--- src/rtl/xadc_drp_sequencer.sv ---
// xadc_drp_sequencer
// Reads the four force-sensor XADC channels (VAUX2/3/10/11) over DRP when the
// XADC signals end-of-conversion. A configuration-write requester shares the
// same DRP port.
//
// Ports:
//   CLK100MHZ, RST_BTN            clock, asynchronous active-low reset
//   eoc_in, channel_in            XADC end-of-conversion pulse and channel number
//   drp_den/dwe/daddr/di          DRP request outputs (all registered)
//   drp_do, drp_drdy              DRP response
//   cfg_req/addr/data, cfg_ack    configuration-write handshake (level req, pulse ack)
//   sample_valid/ch/data          one-cycle strobe for each completed read
//   ch0_data..ch3_data            latest value per channel
//   overrun, timeout_err          sticky error flags, cleared only by reset
module xadc_drp_sequencer #(
    parameter logic [6:0] CH0_ADDR       = 7'h12,
    parameter logic [6:0] CH1_ADDR       = 7'h13,
    parameter logic [6:0] CH2_ADDR       = 7'h1A,
    parameter logic [6:0] CH3_ADDR       = 7'h1B,
    parameter logic [7:0] TIMEOUT_CYCLES = 8'd255
) (
    input  logic        CLK100MHZ,
    input  logic        RST_BTN,
    input  logic        eoc_in,
    input  logic [4:0]  channel_in,
    output logic        drp_den,
    output logic        drp_dwe,
    output logic [6:0]  drp_daddr,
    output logic [15:0] drp_di,
    input  logic [15:0] drp_do,
    input  logic        drp_drdy,
    input  logic        cfg_req,
    input  logic [6:0]  cfg_addr,
    input  logic [15:0] cfg_data,
    output logic        cfg_ack,
    output logic        sample_valid,
    output logic [1:0]  sample_ch,
    output logic [11:0] sample_data,
    output logic [11:0] ch0_data,
    output logic [11:0] ch1_data,
    output logic [11:0] ch2_data,
    output logic [11:0] ch3_data,
    output logic        overrun,
    output logic        timeout_err
);

    typedef enum logic [1:0] {IDLE = 2'd0, RD_WAIT = 2'd1, WR_WAIT = 2'd2} state_t;

    localparam logic [27:0] CH_ADDRS = {CH3_ADDR, CH2_ADDR, CH1_ADDR, CH0_ADDR};

    state_t      state_reg, state_next;
    logic        slot_full_reg, slot_full_next;
    logic [6:0]  slot_addr_reg, slot_addr_next;
    logic [1:0]  slot_ch_reg, slot_ch_next;
    logic [1:0]  cur_ch_reg, cur_ch_next;
    logic [7:0]  cnt_reg, cnt_next;
    logic        last_wr_reg, last_wr_next;   // 1: last grant was the write
    logic        den_reg, den_next;
    logic        dwe_reg, dwe_next;
    logic [6:0]  daddr_reg, daddr_next;
    logic [15:0] di_reg, di_next;
    logic        ack_reg, ack_next;
    logic        sv_reg, sv_next;
    logic [1:0]  sch_reg, sch_next;
    logic [11:0] sdata_reg, sdata_next;
    logic        overrun_reg, overrun_next;
    logic        timeout_reg, timeout_next;
    logic        ch_we;

    logic [3:0]  ch_hit;
    logic [1:0]  eoc_idx;
    logic        eoc_hit;
    logic        rd_pending;
    logic [6:0]  rd_addr;
    logic [1:0]  rd_ch;
    logic        grant_rd, grant_wr;
    logic [47:0] ch_data_flat;
    logic        unused_do;

    assign unused_do = ^drp_do[3:0];   // low nibble carries no sample bits

    genvar gi;
    generate
        for (gi = 0; gi < 4; gi++) begin : g_hit
            assign ch_hit[gi] = ({2'b00, channel_in} == CH_ADDRS[gi*7 +: 7]);
        end
    endgenerate

    always_comb begin
        eoc_idx = 2'd0;
        for (int i = 0; i < 4; i++) begin
            if (ch_hit[i]) eoc_idx = 2'(i);
        end
    end

    assign eoc_hit = eoc_in & (|ch_hit);

    // A read may be granted on the same edge the eoc arrives, so an empty slot
    // is bypassed by the incoming request. A full slot always holds the older
    // request, which is served first.
    assign rd_pending = slot_full_reg | eoc_hit;
    assign rd_addr    = slot_full_reg ? slot_addr_reg : {2'b00, channel_in};
    assign rd_ch      = slot_full_reg ? slot_ch_reg : eoc_idx;

    always_comb begin
        state_next     = state_reg;
        slot_full_next = slot_full_reg;
        slot_addr_next = slot_addr_reg;
        slot_ch_next   = slot_ch_reg;
        cur_ch_next    = cur_ch_reg;
        cnt_next       = cnt_reg;
        last_wr_next   = last_wr_reg;
        den_next       = 1'b0;
        dwe_next       = 1'b0;
        daddr_next     = daddr_reg;
        di_next        = di_reg;
        ack_next       = 1'b0;
        sv_next        = 1'b0;
        sch_next       = sch_reg;
        sdata_next     = sdata_reg;
        overrun_next   = overrun_reg;
        timeout_next   = timeout_reg;
        ch_we          = 1'b0;
        grant_rd       = 1'b0;
        grant_wr       = 1'b0;

        case (state_reg)
            IDLE: begin
                if (rd_pending && cfg_req) begin
                    grant_rd = last_wr_reg;
                    grant_wr = ~last_wr_reg;
                end else begin
                    grant_rd = rd_pending;
                    grant_wr = cfg_req;
                end
                if (grant_rd) begin
                    den_next     = 1'b1;
                    daddr_next   = rd_addr;
                    cur_ch_next  = rd_ch;
                    cnt_next     = 8'd0;
                    last_wr_next = 1'b0;
                    state_next   = RD_WAIT;
                end else if (grant_wr) begin
                    den_next     = 1'b1;
                    dwe_next     = 1'b1;
                    daddr_next   = cfg_addr;
                    di_next      = cfg_data;
                    cnt_next     = 8'd0;
                    last_wr_next = 1'b1;
                    state_next   = WR_WAIT;
                end
            end
            RD_WAIT: begin
                if (drp_drdy) begin
                    ch_we      = 1'b1;
                    sv_next    = 1'b1;
                    sch_next   = cur_ch_reg;
                    sdata_next = drp_do[15:4];
                    state_next = IDLE;
                end else if (cnt_reg == TIMEOUT_CYCLES) begin
                    timeout_next = 1'b1;
                    state_next   = IDLE;
                end else begin
                    cnt_next = cnt_reg + 8'd1;
                end
            end
            WR_WAIT: begin
                // A timed-out write still acknowledges so the requester is released.
                if (drp_drdy) begin
                    ack_next   = 1'b1;
                    state_next = IDLE;
                end else if (cnt_reg == TIMEOUT_CYCLES) begin
                    ack_next     = 1'b1;
                    timeout_next = 1'b1;
                    state_next   = IDLE;
                end else begin
                    cnt_next = cnt_reg + 8'd1;
                end
            end
            default: state_next = IDLE;
        endcase

        // Pending slot: consumed by a read grant, overwritten by a newer eoc.
        if (eoc_hit) begin
            if (!(grant_rd && !slot_full_reg)) begin
                slot_full_next = 1'b1;
                slot_addr_next = {2'b00, channel_in};
                slot_ch_next   = eoc_idx;
                if (slot_full_reg && !grant_rd) overrun_next = 1'b1;
            end
        end else if (grant_rd) begin
            slot_full_next = 1'b0;
        end
    end

    always_ff @(posedge CLK100MHZ or negedge RST_BTN) begin
        if (!RST_BTN) begin
            state_reg     <= IDLE;
            slot_full_reg <= 1'b0;
            slot_addr_reg <= 7'd0;
            slot_ch_reg   <= 2'd0;
            cur_ch_reg    <= 2'd0;
            cnt_reg       <= 8'd0;
            last_wr_reg   <= 1'b1;
            den_reg       <= 1'b0;
            dwe_reg       <= 1'b0;
            daddr_reg     <= 7'd0;
            di_reg        <= 16'd0;
            ack_reg       <= 1'b0;
            sv_reg        <= 1'b0;
            sch_reg       <= 2'd0;
            sdata_reg     <= 12'd0;
            overrun_reg   <= 1'b0;
            timeout_reg   <= 1'b0;
        end else begin
            state_reg     <= state_next;
            slot_full_reg <= slot_full_next;
            slot_addr_reg <= slot_addr_next;
            slot_ch_reg   <= slot_ch_next;
            cur_ch_reg    <= cur_ch_next;
            cnt_reg       <= cnt_next;
            last_wr_reg   <= last_wr_next;
            den_reg       <= den_next;
            dwe_reg       <= dwe_next;
            daddr_reg     <= daddr_next;
            di_reg        <= di_next;
            ack_reg       <= ack_next;
            sv_reg        <= sv_next;
            sch_reg       <= sch_next;
            sdata_reg     <= sdata_next;
            overrun_reg   <= overrun_next;
            timeout_reg   <= timeout_next;
        end
    end

    generate
        for (gi = 0; gi < 4; gi++) begin : g_ch
            logic [11:0] data_reg;
            always_ff @(posedge CLK100MHZ or negedge RST_BTN) begin
                if (!RST_BTN) begin
                    data_reg <= 12'd0;
                end else if (ch_we && (cur_ch_reg == 2'(gi))) begin
                    data_reg <= drp_do[15:4];
                end
            end
            assign ch_data_flat[gi*12 +: 12] = data_reg;
        end
    endgenerate

    assign drp_den      = den_reg;
    assign drp_dwe      = dwe_reg;
    assign drp_daddr    = daddr_reg;
    assign drp_di       = di_reg;
    assign cfg_ack      = ack_reg;
    assign sample_valid = sv_reg;
    assign sample_ch    = sch_reg;
    assign sample_data  = sdata_reg;
    assign ch0_data     = ch_data_flat[11:0];
    assign ch1_data     = ch_data_flat[23:12];
    assign ch2_data     = ch_data_flat[35:24];
    assign ch3_data     = ch_data_flat[47:36];
    assign overrun      = overrun_reg;
    assign timeout_err  = timeout_reg;

endmodule

--- config.mk ---
export PLATFORM = sky130hd
export DESIGN_NAME = xadc_drp_sequencer
export DESIGN_NICKNAME = d
export VERILOG_FILES = /design/src/rtl/xadc_drp_sequencer.sv
export SDC_FILE = /design/constraint.sdc
export NUM_CORES = 1
export LEC_CHECK = 0
export CORE_UTILIZATION = 60
export CTS_CLUSTER_SIZE = 12
export DETAILED_ROUTE_END_ITERATION = 8
export DONT_BUFFER_PORTS = 1
export PLACE_DENSITY_LB_ADDON = 0.3
export SETUP_SLACK_MARGIN = 0.5
export SLEW_MARGIN = 20
export SYNTH_ARGS = -nofsm -noshare
export SYNTH_HDL_FRONTEND = slang
export SYNTH_SLANG_ARGS = --single-unit
--- constraint.sdc ---
create_clock -name CLK100MHZ -period 2.1 [get_ports CLK100MHZ]
set_input_delay 0.315 -clock CLK100MHZ [delete_from_list [all_inputs] [get_ports CLK100MHZ]]
set_output_delay 0.315 -clock CLK100MHZ [all_outputs]
set_load 0.005 [all_outputs]
==> impl_metrics.json, run 1 <==
{
  "synth_edf_count": 0,
  "leakage_uw": 0.00241,
  "cts_buffers": 9,
  "max_cap_violations": 0,
  "drtIter0Drc": 80,
  "synth_flop_cell": "dfrtp_1",
  "portBuffers": 0,
  "post-route-period-util_pct": 82.2,
  "hp-class": "in2async",
  "grt_overflow": 0,
  "synth_seq_cells": 112,
  "cts_sinks": 112,
  "die-area_sq_um": 7880,
  "die_x_um": 88.8,
  "syn_nets": 373,
  "clockBufferDepth": 2,
  "rr_worst_depth": 7,
  "vias": 2748,
  "slew_violations": 0,
  "tightestPinTransition_ns": 0.537,
  "grt_max_degree": 113,
  "critPathArrivalTime_ns": 1.97,
  "crit_type": "reg2reg",
  "rsz0062_at_grt": "true",
  "r2r_slack_ns": 0.37,
  "final.min_clock_period_ns": 1.73,
  "status": "finished with violations",
  "cts-root-buf": "clkbuf_8",
  "fmax_mhz": 579,
  "crit_fanout": 11,
  "syn_to_final_growth_pct": 15.2,
  "grt_pass1_wl_mm": 13.2,
  "row_count": 31,
  "final_hold_viol_count": 112,
  "pin_count": 140,
  "utilization_pct": 71.8,
  "synthArstFlopShare_pct": 100,
  "wl_mm": 9.40,
  "largest_reg_flops": 16,
  "syn_area_sq_um": 4520,
  "viasPerCell": 6.05,
  "synth_cells": 320,
  "synth-seq-area-share_pct": 62.1,
  "power.density_nw_per_um2": 1300,
  "grt_usage_pct": 22.6,
  "crit_required_ns": 2.35,
  "first_global_vias": 2702,
  "start_kind": "flop",
  "crit_path_end_kind": "flop",
  "ir_drop_v": 0.000738,
  "yosys_warnings": 0,
  "tns_ns": 0,
  "relSlewSlack_pct": 64.0,
  "clkTransAtPathRegs_ns": 0.11,
  "gp_congestion": 0.804,
  "wire_per_inst_um": 20.7,
  "synth_area_per_cell_sq_um": 14.1,
  "dp_cells": 413,
  "final_cell_count_no_fill": 454,
  "cts_tree": "done",
  "die_height_um": 88.8,
  "reg2reg_to": "cnt_reg[0]",
  "finalSetupViolations": 0,
  "ant_nets": 0,
  "drive_gt1_share_pct": 45.4,
  "antenna_found_initial": 0,
  "core_area_sq_um": 7250,
  "violations": "hold timing",
  "start_util_pct": 62.3,
  "timing.hold.ws_ns": -0.375,
  "final_nets": 403,
  "reg2reg_from": "state_reg[0]",
  "drc_errors": 0,
  "place_hpwl_mm": 5.70,
  "h-tree-depth": 3,
  "insertion_delay_ns": 0.36,
  "skew_ns": 0.0122,
  "ys_types": 46,
  "drtPass1Iterations": 4,
  "diodes": 0
}
[cells in the mapped netlist (all sizes together), types with 2 or more instances]
cell / instances / area share (%)
nor2b: 4 / 0.55
nand3: 8 / 1.0
a31oi: 2 / 0.28
a21oi: 3 / 0.33
o2bb2ai: 2 / 0.39
a22oi: 2 / 0.33
ha: 4 / 1.1
a22o: 3 / 0.58
nor3: 2 / 0.22
o21a: 3 / 0.50
o21ai: 12 / 1.4
mux2: 83 / 21
and3: 2 / 0.28
dfrtp: 111 / 61
nor2: 8 / 0.66
o211ai: 2 / 0.33
nand3b: 3 / 0.50
clkbuf: 3 / 0.28
o31ai: 8 / 1.4
inv: 6 / 0.55
a211oi: 3 / 0.50
or2: 4 / 0.55
buf: 10 / 1.4
nand2: 17 / 1.5
[cell families (layout without fill, tap and decap cells)]
logic type               after synthesis  in the layout  synth area share (%)
AO/OA/AOI/OAI                         47             47                  7.40
flip-flops                           112            112                  62.1
adder cells (fa/ha/maj)                4              4                  1.11
buffers and inverters                 19             54                  2.22
AND/OR/NAND/NOR                       54             54                  6.29
multiplexers                          84             84                  20.9
[worst max path at each step]
stage                     cells past startpoint    endpoint  slack, ns         start
after floorplan                               7  cnt_reg[4]       0.42  state_reg[1]
after global placement                        6  cnt_reg[0]       0.30  state_reg[1]
after detailed placement                      6  cnt_reg[0]       0.28  state_reg[1]
after CTS                                     6  cnt_reg[0]       0.37  state_reg[0]
after global routing                          7  cnt_reg[5]       0.30  state_reg[0]
final                                         7  cnt_reg[0]       0.37  state_reg[0]
[report_power, final]
part / internal, uW / total [uW] / switching (uW) / leakage, uW
logic: 1170 / 2030 / 852 / 0.000903
registers: 2930 / 3580 / 641 / 0.00143
clock network: 449 / 1180 / 729 / 0.0000814
total: 4560 / 6780 / 2220 / 0.00241
[layout by cell type (no fill, tap or decap), drive strengths merged, types with 2 or more instances in the layout]
master	netlist	routed
or2	4	4
nor2	8	8
nand3b	3	3
dfrtp	111	111
a21oi	3	3
a22o	3	3
a31oi	2	2
a211oi	3	3
o21a	3	3
o21ai	12	12
nand3	8	8
o31ai	8	8
clkinvlp	0	3
buf	10	30
inv	6	11
nand2	17	17
a22oi	2	2
o211ai	2	2
nor2b	4	4
o2bb2ai	2	2
ha	4	4
and3	2	2
mux2	83	83
nor3	2	2
clkbuf	3	10
[per-layer routing]
metal | vias up | global-route usage, % | routed length [um]
met3 | 16 | 8.40 | 922
li1 | 1209 | - | -
met2 | 131 | 36.6 | 4640
met1 | 1392 | 28.5 | 3640
met4 | 0 | 6.74 | 187
met5 | - | 0 | 0
[cell type report]
type,count,area [sq um]
Timing Repair inverter,2,17.5
Fill cell,498,2050
Inverter,6,32.5
Sequential cell,112,2810
Clock inverter,6,51.3
Timing Repair Buffer,30,256
Tap cell,99,124
Clock buffer,10,128
Multi-Input combinational cell,189,1790
[repair_timing]
action                                  in CTS  in global routing
gates resized for setup                     16                 49
buffers inserted                             6                 13
cloned                                       2                  4
pin swaps                                    5                  6
endpoints found under the setup margin      72                 80
hold endpoints to repair                   112                112
[worst max-delay path: stages (launching register included)]
cell and delay, ns:
dfrtp_1 0.39, inv_2 0.06, ha_4 0.33, or2_2 0.16, o211a_4 0.19, buf_2 0.16, nand2_1 0.07, mux2_2 0.26
[metrics by stage]
stage                     hold slack [ns]  instance area (sq um)  total power (uW)  worst slack [ns]
after floorplan                    0.0194                   4550              4760             0.417
after global placement             0.0213                   4650              5030             0.299
after detailed placement           0.0215                   4650              5140             0.276
after CTS                          -0.386                   4930              6440             0.373
after global routing               -0.403                   5200              7190             0.298
final                              -0.375                   5200              6780             0.374
No activity file was read; power rests on OpenSTA's default activity.
==> run 2: changes to the inputs <==
Clock period 2.1 ns to 1.7 ns, I/O delays scaled along.
==> run 2 against run 1 <==
Against the previous run: the run ends with hold timing, setup timing left; cell area grew 7.4%; wire length grew 8.1%; count of clock-buffer cells in the layout is the same; global-route usage grew 2.3 points; critical endpoint is now cnt_reg[4]; die area is the same.
==> impl_metrics.json, run 2 (synthesis results as in run 1) <==
{
  "portBuffers": 0,
  "violations": "hold timing, setup timing",
  "multi_input_area_sq_um": 2000,
  "rsz0062_at_grt": "true",
  "wire_per_inst_um": 22.1,
  "vias": 2802,
  "cts_buffers": 9,
  "clockBufferDepth": 2,
  "final_nets": 409,
  "grt_usage_pct": 24.9,
  "antenna_found_initial": 0,
  "relSlewSlack_pct": 66.0,
  "crit_required_ns": 1.94,
  "timing.hold.ws_ns": -0.432,
  "cts-root-buf": "clkbuf_8",
  "place_area_sq_um": 4810,
  "max_cap_violations": 0,
  "n_fill_cell": 429,
  "post-route-period-util_pct": 102,
  "die_height_um": 88.8,
  "final_hold_viol_count": 112,
  "place_hpwl_mm": 6.02,
  "cts_sinks": 112,
  "crit_type": "reg2reg",
  "critPathArrivalTime_ns": 1.97,
  "final_area_sq_um": 5590,
  "crit_path_end_kind": "flop",
  "wl_mm": 10.2,
  "drive_gt1_share_pct": 48.5,
  "viasPerCell": 6.09,
  "ir_drop_v": 0.000969,
  "dp_cells": 424,
  "h-tree-depth": 3,
  "grt_max_degree": 113,
  "start_kind": "flop",
  "leakage_uw": 0.00262,
  "pin_count": 140,
  "status": "finished with violations",
  "power.density_nw_per_um2": 1570,
  "finalSetupViolations": 4,
  "core_area_sq_um": 7250,
  "diodes": 0,
  "area.sequential_sq_um": 2800,
  "first_global_vias": 2773,
  "drtPass1Iterations": 4,
  "hold_buffers": 2,
  "cts_tree": "done",
  "drtIter0Drc": 106,
  "insertion_delay_ns": 0.37,
  "ant_nets": 0,
  "die_x_um": 88.8,
  "largest_reg_flops": 16,
  "fmax_mhz": 579,
  "fin_ws_ns": -0.0259,
  "start_util_pct": 62.3,
  "mostFrequentLayoutCell": "dfrtp_1",
  "syn_to_final_growth_pct": 23.7,
  "tightestPinTransition_ns": 0.510,
  "final_cell_mix": "dfrtp_1 (111), mux2_4 (47), mux2_2 (36)",
  "clkTransAtPathRegs_ns": 0.10,
  "final_cell_count_no_fill": 460,
  "drc_errors": 0,
  "slew_violations": 0,
  "grt_pass1_wl_mm": 14.3,
  "crit_fanout": 7,
  "skew_ns": 0.0103,
  "gp_congestion": 0.766,
  "hp-class": "in2async",
  "final.min_clock_period_ns": 1.73,
  "grt_overflow": 0,
  "die-area_sq_um": 7880,
  "row_count": 31
}
run 2: changes by cell type in the layout (fill, tap and decap cells not counted), moves of 3 or more:
cell	previous run	this run
buf_6	9	5
o21ai_0	8	5
o21ai_1	0	4
mux2_2	65	36
nand3_4	1	4
o31ai_1	7	4
a211oi_1	3	0
a211oi_2	0	3
buf_12	0	6
mux2_4	18	47
clkinv_4	0	3
run 2: final timing paths:
path	to	cells past startpoint	slack [ns]	startpoint
setup / recovery	cnt_reg[4]	6	-0.03	state_reg[1]
hold / removal	ch2_data[2]	0	-0.43	RST_BTN
setup reg to reg	cnt_reg[4]	6	-0.03	state_reg[1]
hold reg to reg	slot_addr_reg[4]	1	0.47	slot_addr_reg[4]
max in group asynchronous	last_wr_reg	0	1.93	RST_BTN
min in group CLK100MHZ	cfg_ack	1	0.02	drp_drdy
run 2: per-stage QoR:
| step | total power, uW | setup TNS, ns | hold WS, ns | util [%] | worst slack [ns] |
|---|---|---|---|---|---|
| 6_report | 8800 | -0.0697 | -0.432 | 77.0 | -0.0259 |
| 5_1_grt | 9230 | -1.26 | -0.457 | 77.0 | -0.0920 |
| 4_1_cts | 8650 | -0.0739 | -0.448 | 75.5 | -0.0328 |
| 3_5_place_dp | 6610 | -0.0436 | -0.0385 | 66.3 | -0.0309 |
| 3_3_place_gp | 6440 | -0.00489 | -0.0387 | 66.3 | -0.00489 |
| 2_1_floorplan | 5970 | 0 | -0.0406 | - | 0.0166 |
run 2: metal layers:
layer	up-vias	global-route usage [%]	routed length, um
met2	121	41.5	5190
met4	0	10.4	125
met1	1436	30.1	3960
met3	15	7.84	889
li1	1230	-	-
met5	-	0	0
run 2: worst max-delay path, cell delays in order, from the launching register on:
cell,delay [ns]
dfrtp_1,0.40
inv_2,0.08
ha_4,0.13
or3b_4,0.37
o211a_2,0.32
a41oi_2,0.23
a31oi_1,0.07
run 2: what timing repair did:
action | 4_1_cts | 5_1_grt
setup endpoints to repair | 110 | 111
gates resized for setup | 83 | 14
setup buffers | 11 | 2
endpoints found under the hold margin | 114 | 112
pin swaps | 4 | 5
gates cloned | 4 | 1
run 2: area by class of cell:
| class | count | share of cell area, % |
|---|---|---|
| timing repair buffer | 35 | 7.41 |
| timing repair inverter | 2 | 0.269 |
| inverter | 6 | 0.627 |
| clock buffer | 10 | 2.46 |
| sequential | 112 | 50.2 |
| multi-input combinational | 190 | 35.8 |
| tap | 99 | 2.22 |
| clock inverter | 6 | 1.01 |
run 2: where the power goes:
group	leakage [uW]	total, uW	switching, uW	internal [uW]
combinational	0.00110	2810	1140	1670
sequential	0.00143	4480	857	3620
clock	0.0000875	1510	916	591
total	0.00262	8800	2920	5880
